**src/rtl/reverb_pkg.sv**
```systemverilog
// Shared constants and types for the reverb datapath arithmetic blocks.
package reverb_pkg;

    localparam int          DATA_W    = 24;
    localparam int          FRAC_BITS = 8;
    localparam logic [23:0] Q_MAX     = 24'h7FFFFF;
    localparam logic [23:0] Q_MIN     = 24'h800000;

    typedef enum logic [1:0] {
        IDLE,
        CALC,
        FIX,
        DONE
    } div_state_t;

endpackage

```
**src/rtl/div_step.sv**
```systemverilog
// One radix-2 restoring division step on unsigned magnitudes.
module div_step #(
    parameter int N = 24
) (
    input  logic [N-1:0] rem_in,
    input  logic         bit_in,
    input  logic [N-1:0] divisor,
    output logic [N-1:0] rem_out,
    output logic         q_bit
);

    // One extra bit so the shifted remainder can exceed the divisor width.
    logic [N:0] trial;

    assign trial   = {rem_in, bit_in};
    assign q_bit   = (trial >= {1'b0, divisor});
    // The difference is always below the divisor, so the low N bits are exact.
    assign rem_out = q_bit ? (trial[N-1:0] - divisor) : trial[N-1:0];

endmodule

```
**src/rtl/fixed_point_divider.sv**
```systemverilog
// Sequential signed fixed-point divider R = (A << FRAC) / B, one quotient bit per clock,
// with saturation and ALU-compatible flags.
module fixed_point_divider
    import reverb_pkg::*;
#(
    parameter int N    = DATA_W,
    parameter int FRAC = FRAC_BITS
) (
    input  logic         clk,
    input  logic         rst_n,
    input  logic         start,
    input  logic [N-1:0] A,
    input  logic [N-1:0] B,
    output logic         busy,
    output logic         done,
    output logic [N-1:0] R,
    output logic         Z,
    output logic         C,
    output logic         V,
    output logic         Neg,
    output logic         DZ
);

    localparam int              QW        = N + FRAC;
    localparam int              CW        = $clog2(QW + 1);
    localparam logic [N-1:0]    R_MAX     = {1'b0, {(N-1){1'b1}}};
    localparam logic [N-1:0]    R_MIN     = {1'b1, {(N-1){1'b0}}};
    localparam logic [QW-1:0]   Q_POS_LIM = {{FRAC{1'b0}}, R_MAX};
    localparam logic [QW-1:0]   Q_NEG_LIM = {{FRAC{1'b0}}, R_MIN};
    localparam logic [CW-1:0]   ITER_LAST = CW'(QW - 1);

    div_state_t     state_reg;
    logic [CW-1:0]  cnt_reg;
    logic [QW-1:0]  quo_reg;
    logic [N-1:0]   rem_reg;
    logic [N-1:0]   div_reg;
    logic           sign_reg;
    logic           a_neg_reg;
    logic           dz_reg;

    logic [N-1:0]   r_reg;
    logic           z_reg;
    logic           c_reg;
    logic           v_reg;
    logic           neg_reg;
    logic           dz_out_reg;
    logic           busy_reg;
    logic           done_reg;

    logic [N-1:0]   a_mag;
    logic [N-1:0]   b_mag;
    logic [N-1:0]   step_rem;
    logic           step_q;
    logic [N-1:0]   fix_r;
    logic           fix_v;
    logic           fix_c;

    // N-bit unsigned magnitudes: the most negative operand maps to 2^(N-1) exactly.
    assign a_mag = A[N-1] ? -A : A;
    assign b_mag = B[N-1] ? -B : B;

    // quo_reg shifts dividend bits out of the top while quotient bits enter at the bottom.
    div_step #(.N(N)) u_step (
        .rem_in  (rem_reg),
        .bit_in  (quo_reg[QW-1]),
        .divisor (div_reg),
        .rem_out (step_rem),
        .q_bit   (step_q)
    );

    always_comb begin
        fix_r = quo_reg[N-1:0];
        fix_v = 1'b0;
        fix_c = |rem_reg;
        if (dz_reg) begin
            fix_r = a_neg_reg ? R_MIN : R_MAX;
            fix_v = 1'b1;
            fix_c = 1'b0;
        end else if (!sign_reg && (quo_reg > Q_POS_LIM)) begin
            fix_r = R_MAX;
            fix_v = 1'b1;
            fix_c = 1'b0;
        end else if (sign_reg && (quo_reg > Q_NEG_LIM)) begin
            fix_r = R_MIN;
            fix_v = 1'b1;
            fix_c = 1'b0;
        end else if (sign_reg) begin
            fix_r = -quo_reg[N-1:0];
        end
    end

    always_ff @(posedge clk or negedge rst_n) begin
        if (!rst_n) begin
            state_reg  <= IDLE;
            cnt_reg    <= '0;
            quo_reg    <= '0;
            rem_reg    <= '0;
            div_reg    <= '0;
            sign_reg   <= 1'b0;
            a_neg_reg  <= 1'b0;
            dz_reg     <= 1'b0;
            r_reg      <= '0;
            z_reg      <= 1'b1;
            c_reg      <= 1'b0;
            v_reg      <= 1'b0;
            neg_reg    <= 1'b0;
            dz_out_reg <= 1'b0;
            busy_reg   <= 1'b0;
            done_reg   <= 1'b0;
        end else begin
            case (state_reg)
                IDLE: begin
                    if (start) begin
                        state_reg <= CALC;
                        busy_reg  <= 1'b1;
                        cnt_reg   <= ITER_LAST;
                        quo_reg   <= {a_mag, {FRAC{1'b0}}};
                        rem_reg   <= '0;
                        div_reg   <= b_mag;
                        sign_reg  <= A[N-1] ^ B[N-1];
                        a_neg_reg <= A[N-1];
                        dz_reg    <= (B == '0);
                    end
                end
                CALC: begin
                    rem_reg <= step_rem;
                    quo_reg <= {quo_reg[QW-2:0], step_q};
                    if (cnt_reg == '0) begin
                        state_reg <= FIX;
                    end else begin
                        cnt_reg <= cnt_reg - 1'b1;
                    end
                end
                FIX: begin
                    r_reg      <= fix_r;
                    z_reg      <= (fix_r == '0);
                    c_reg      <= fix_c;
                    v_reg      <= fix_v;
                    neg_reg    <= fix_r[N-1];
                    dz_out_reg <= dz_reg;
                    busy_reg   <= 1'b0;
                    done_reg   <= 1'b1;
                    state_reg  <= DONE;
                end
                DONE: begin
                    done_reg  <= 1'b0;
                    state_reg <= IDLE;
                end
                default: begin
                    state_reg <= IDLE;
                end
            endcase
        end
    end

    assign busy = busy_reg;
    assign done = done_reg;
    assign R    = r_reg;
    assign Z    = z_reg;
    assign C    = c_reg;
    assign V    = v_reg;
    assign Neg  = neg_reg;
    assign DZ   = dz_out_reg;

endmodule

```
**config.mk**
```make
export PLATFORM = sky130hd
export DESIGN_NAME = fixed_point_divider
export DESIGN_NICKNAME = d
export VERILOG_FILES = /design/src/rtl/reverb_pkg.sv /design/src/rtl/div_step.sv /design/src/rtl/fixed_point_divider.sv
export SDC_FILE = /design/constraint.sdc
export NUM_CORES = 1
export LEC_CHECK = 0
export BUFFER_PORTS_ARGS = -buffer_cell sky130_fd_sc_hd__clkbuf_2
export CORE_ASPECT_RATIO = 1.75
export CORE_MARGIN = 3
export CORE_UTILIZATION = 45
export DETAILED_ROUTE_END_ITERATION = 7
export PLACE_DENSITY = 0.63
export SYNTH_ARGS = -nofsm -noshare
export SYNTH_HDL_FRONTEND = slang
export SYNTH_SLANG_ARGS = --single-unit
```
**constraint.sdc**
```tcl
create_clock -name clk -period 3.3 [get_ports clk]
set_input_delay 0.165 -clock clk [delete_from_list [all_inputs] [get_ports clk]]
set_output_delay 0.165 -clock clk [all_outputs]
set_load 0.05 [all_outputs]
```
==> implementation parameters <==
Parameter                              Value

Drt
  Initial DRC Count ... 297
  Detailed-route wire length ... ~20000 µm
  Average routed wire per standard cell ... 15.9 µm
  DR pass1 iterations ... 5
  Avg Vias per Cell ... 5.64
  Post-route DRC ... 0
  Antenna-violating nets left ... 0
  Via count ... 7253

Critical path
  Critical-path maximum fanout ... 13
  Worst path arrival time ... approximately 3.4 ns
  R2R Setup Slk ... about 0.24 ns
  Endpoint of the worst-slack reg-to-reg timing path ... rem_reg[19]
  Critical path's slowest cell ... o311ai_1
  Capturing element type of the critical path ... register
  Ordered cell list for the critical path ... ha_1 > nor2b_1 > o31ai_1 > a211oi_1 > o311ai_1 > a31oi_1 > or3_1 > buf_4 > nand2_1 > o21ai_1
  Kind of start point of the critical path ... register
  Worst-case reg-to-reg path depth ... 10
  Path type of the worst setup path ... register to register
  Buf/Inv on CP ... 1
  Worst reg2reg path startpoint ... rem_reg[0]
  Slowest stage delay, CP ... 0.45 ns
  Kind of cell with the highest combined delay on the critical path ... compound AO/OA/AOI/OAI gates
  Required @ worst endpoint ... between 3 and 4 ns

Timing
  Transition time at the pin with the least slew margin ... around 0.79 ns
  Period utilisation layout ... 92.9%
  Count of endpoints failing hold in the final timing report ... 0
  PnR worst setup slack ... 0.236 ns
  Worst max-slew margin expressed relative to the limit ... between 40 and 50%
  Setup clock skew after layout ... 0.00964 ns
  Final Setup Violations ... 0
  Setup repair after global routing missed its margin ... false
  Worst Hold Margin ... 0.0589 ns
  Aggregate negative setup slack ... 0 ns
  Total count of max-transition violations in the final report ... 0
  Minimum clock period after layout ... ~3.1 ns
  Maximum clock rate ... 0.326 GHz

Synth
  Dominant synthesized flop cell ... dfrtp_1
  Total standard cell area after synthesis ... 0.00813 mm²
  Fraction of the yosys area taken by sequential cells ... 37.2%
  Gate count of the mapped netlist ... roughly 980
  Number of synthesized flops with an enable pin ... 0
  Per-instance average area after synthesis ... between 8 and 9 µm²
  Yosys synthesis warning count ... 0
  Net count of the mapped netlist ... roughly 1100
  Share of synthesized flip-flops with an asynchronous set or reset ... 100%
  Count of different cell masters after synthesis ... 71
  Seq cells post-synth ... 121

GRT
  Global routing usage summed across all routing layers ... 21.6%
  Global route overflow ... 0
  Vias in the first global route ... 7385
  First-pass GRT wire length ... 34900 µm
  Largest net degree at the start of global routing ... 81
  Number of antenna violations at the first check in global routing ... 0

Finish
  Count of inserted antenna diode cells ... 0
  Largest register FFs ... 32
  Area growth from synthesis to layout ... 14.6%
  Proportion of layout cells with a drive suffix above 1 ... 14.1%
  Storage element area ... between 0.003 and 0.004 mm²
  Filler Cells Inserted ... 1754
  Footprint of the multi-input gates ... 0.00463 mm²
  Leading cell type in the layout, fill and taps excluded ... nand2_1
  Count of placed standard cells in the final layout, fillers left out ... 1286
  Commonest cells after routing, fill and taps aside ... nand2_1 (127), dfrtp_1 (120), clkbuf_2 (80)
  NumNets Final ... 1127

Floorplan
  DIE WIDTH ... around 110 µm
  Height of the die ... approximately 180 µm
  Total number of placement rows ... 64
  Effective utilization at floorplan ... 46.2%
  Core Box Area ... about 0.018 mm²
  Die Footprint ... 0.0198 mm²
  Total I/O pin count ... 82

Place
  Placed wire-length estimate ... 15300 µm
  Routability congestion estimate ... 0.946
  Post-Place Setup Slack ... 0.311 ns
  Placed Cells ... roughly 1300
  Number of buffer cells added on primary ports ... 81

Power and ir drop
  Static leakage ... 4.17 nW
  Clock group share of total power ... 16.4%
  P per Cell Area ... 1180 mW/mm²
  Net load switching power ... about 5.5 mW
  Max rail drop VDD ... ~510 µV
  Switching share of power ... around half
  Cell internal pwr ... roughly 5.6 mW
  Part of the power in registers ... 25.3%
  Post-layout power ... 11.0 mW
  Combinational share of power ... 58.3%

CTS
  Skew-Pair Late Insertion Delay ... between 0.4 and 0.5 ns
  TritonCTS Sinks ... 121
  CTS tree ... built
  Number of buffers created by CTS ... 17
  Total number of H-tree levels ... 4
  Cts repair resizes ... 0
  CTS root buffer ... clkbuf_16
  Clock transition at path regs ... 0.06 ns
  Largest buffer count on any clock path ... 2

Run
  Max-capacitance violation count ... 0

Worst hold path
  Endpoint of the worst hold-timing path ... div_reg[11]
  Depth of the worst hold-timing path ... 3
  Launch point of the worst hold path ... B[11]
  Worst hold-check path type ... primary input to register

Run status
  Run status ... completed
## power groups by stage
stage          Combinational, mW  Sequential [mW]  Clock, mW
2_1_floorplan               4.44             3.20          0
3_3_place_gp                6.34             2.79          0
3_5_place_dp                6.40             2.81          0
4_1_cts                     6.45             2.79       1.84
5_1_grt                     7.17             2.89       1.91
6_report                    6.44             2.79       1.81
## kinds of logic (layout without fill, tap and decap cells)
logic type / Yosys count / count (layout) / synth area share (%)
flops: 121 / 121 / 37.2
simple gates: 346 / 346 / 20.5
buf+inv: 127 / 198 / 6.06
mux: 15 / 15 / 1.89
fa+ha+maj: 34 / 34 / 5.32
compound gates: 256 / 256 / 19.9
xor+xnor: 85 / 85 / 9.15
## synthesized netlist by cell type, types with 20 or more instances
cell	instances	area, µm²
xnor2_1	42	368
nand2_1	127	477
o21ai_0	71	355
nand3_1	57	285
dfrtp_1	120	3000
clkbuf_1	45	169
o31ai_1	20	150
inv_1	68	255
ha_1	33	413
nor2_1	54	203
o21ai_1	21	105
a21oi_1	54	270
xor2_1	43	377
o22ai_1	23	144
## area by class of cell
cell class                      count  share of cell area (%)
Sequential cell                   121                    32.5
Clock buffer                       18                    4.60
Inverter                           68                    2.74
Multi-Input combinational cell    736                    49.6
Tap cell                          231                    3.10
Clock inverter                     14                    1.52
Timing Repair Buffer               98                    5.91
## metal layers
layer / wire [µm] / up-vias / share of wire (%) / GRT usage (%)
li1: - / 3613 / - / -
met4: 523 / 0 / 2.6 / 7.89
met1: 8160 / 3446 / 40 / 24.0
met5: 0 / - / 0 / 0
met2: 11200 / 156 / 54 / 40.9
met3: 653 / 38 / 3.2 / 3.09
## worst register-to-register path, cell delays in order (launching register included)
cell	delay (ns)
dfrtp_1	0.43
ha_1	0.34
nor2b_1	0.16
o31ai_1	0.40
a211oi_1	0.21
o311ai_1	0.45
a31oi_1	0.17
or3_1	0.35
buf_4	0.21
nand2_1	0.14
o21ai_1	0.10
## worst max path at each step
stage	start	endpoint	slack, ns	depth (start not counted)
3_5_place_dp	rem_reg[0]	rem_reg[19]	0.31	10
4_1_cts	rem_reg[0]	rem_reg[19]	0.27	10
6_report	rem_reg[0]	rem_reg[19]	0.24	10
5_1_grt	rem_reg[0]	rem_reg[21]	0.03	10
2_1_floorplan	rem_reg[0]	rem_reg[0]	0.57	10
3_3_place_gp	rem_reg[0]	rem_reg[20]	0.41	10
## metrics by stage
stage / util, % / instance area (µm²)
after global routing: 52.9 / 9320
after detailed placement: 49.6 / 8740
final: 52.9 / 9320
after CTS: 52.9 / 9320
after global placement: 49.6 / 8740
after floorplan: - / 8130
## timing repair
| item | in CTS | in global routing |
|---|---|---|
| setup buffers | 0 | 0 |
| endpoints found under the hold margin | 40 | 0 |
| hold buffers | 1 | 0 |
Power figures use the tool's default switching activity.
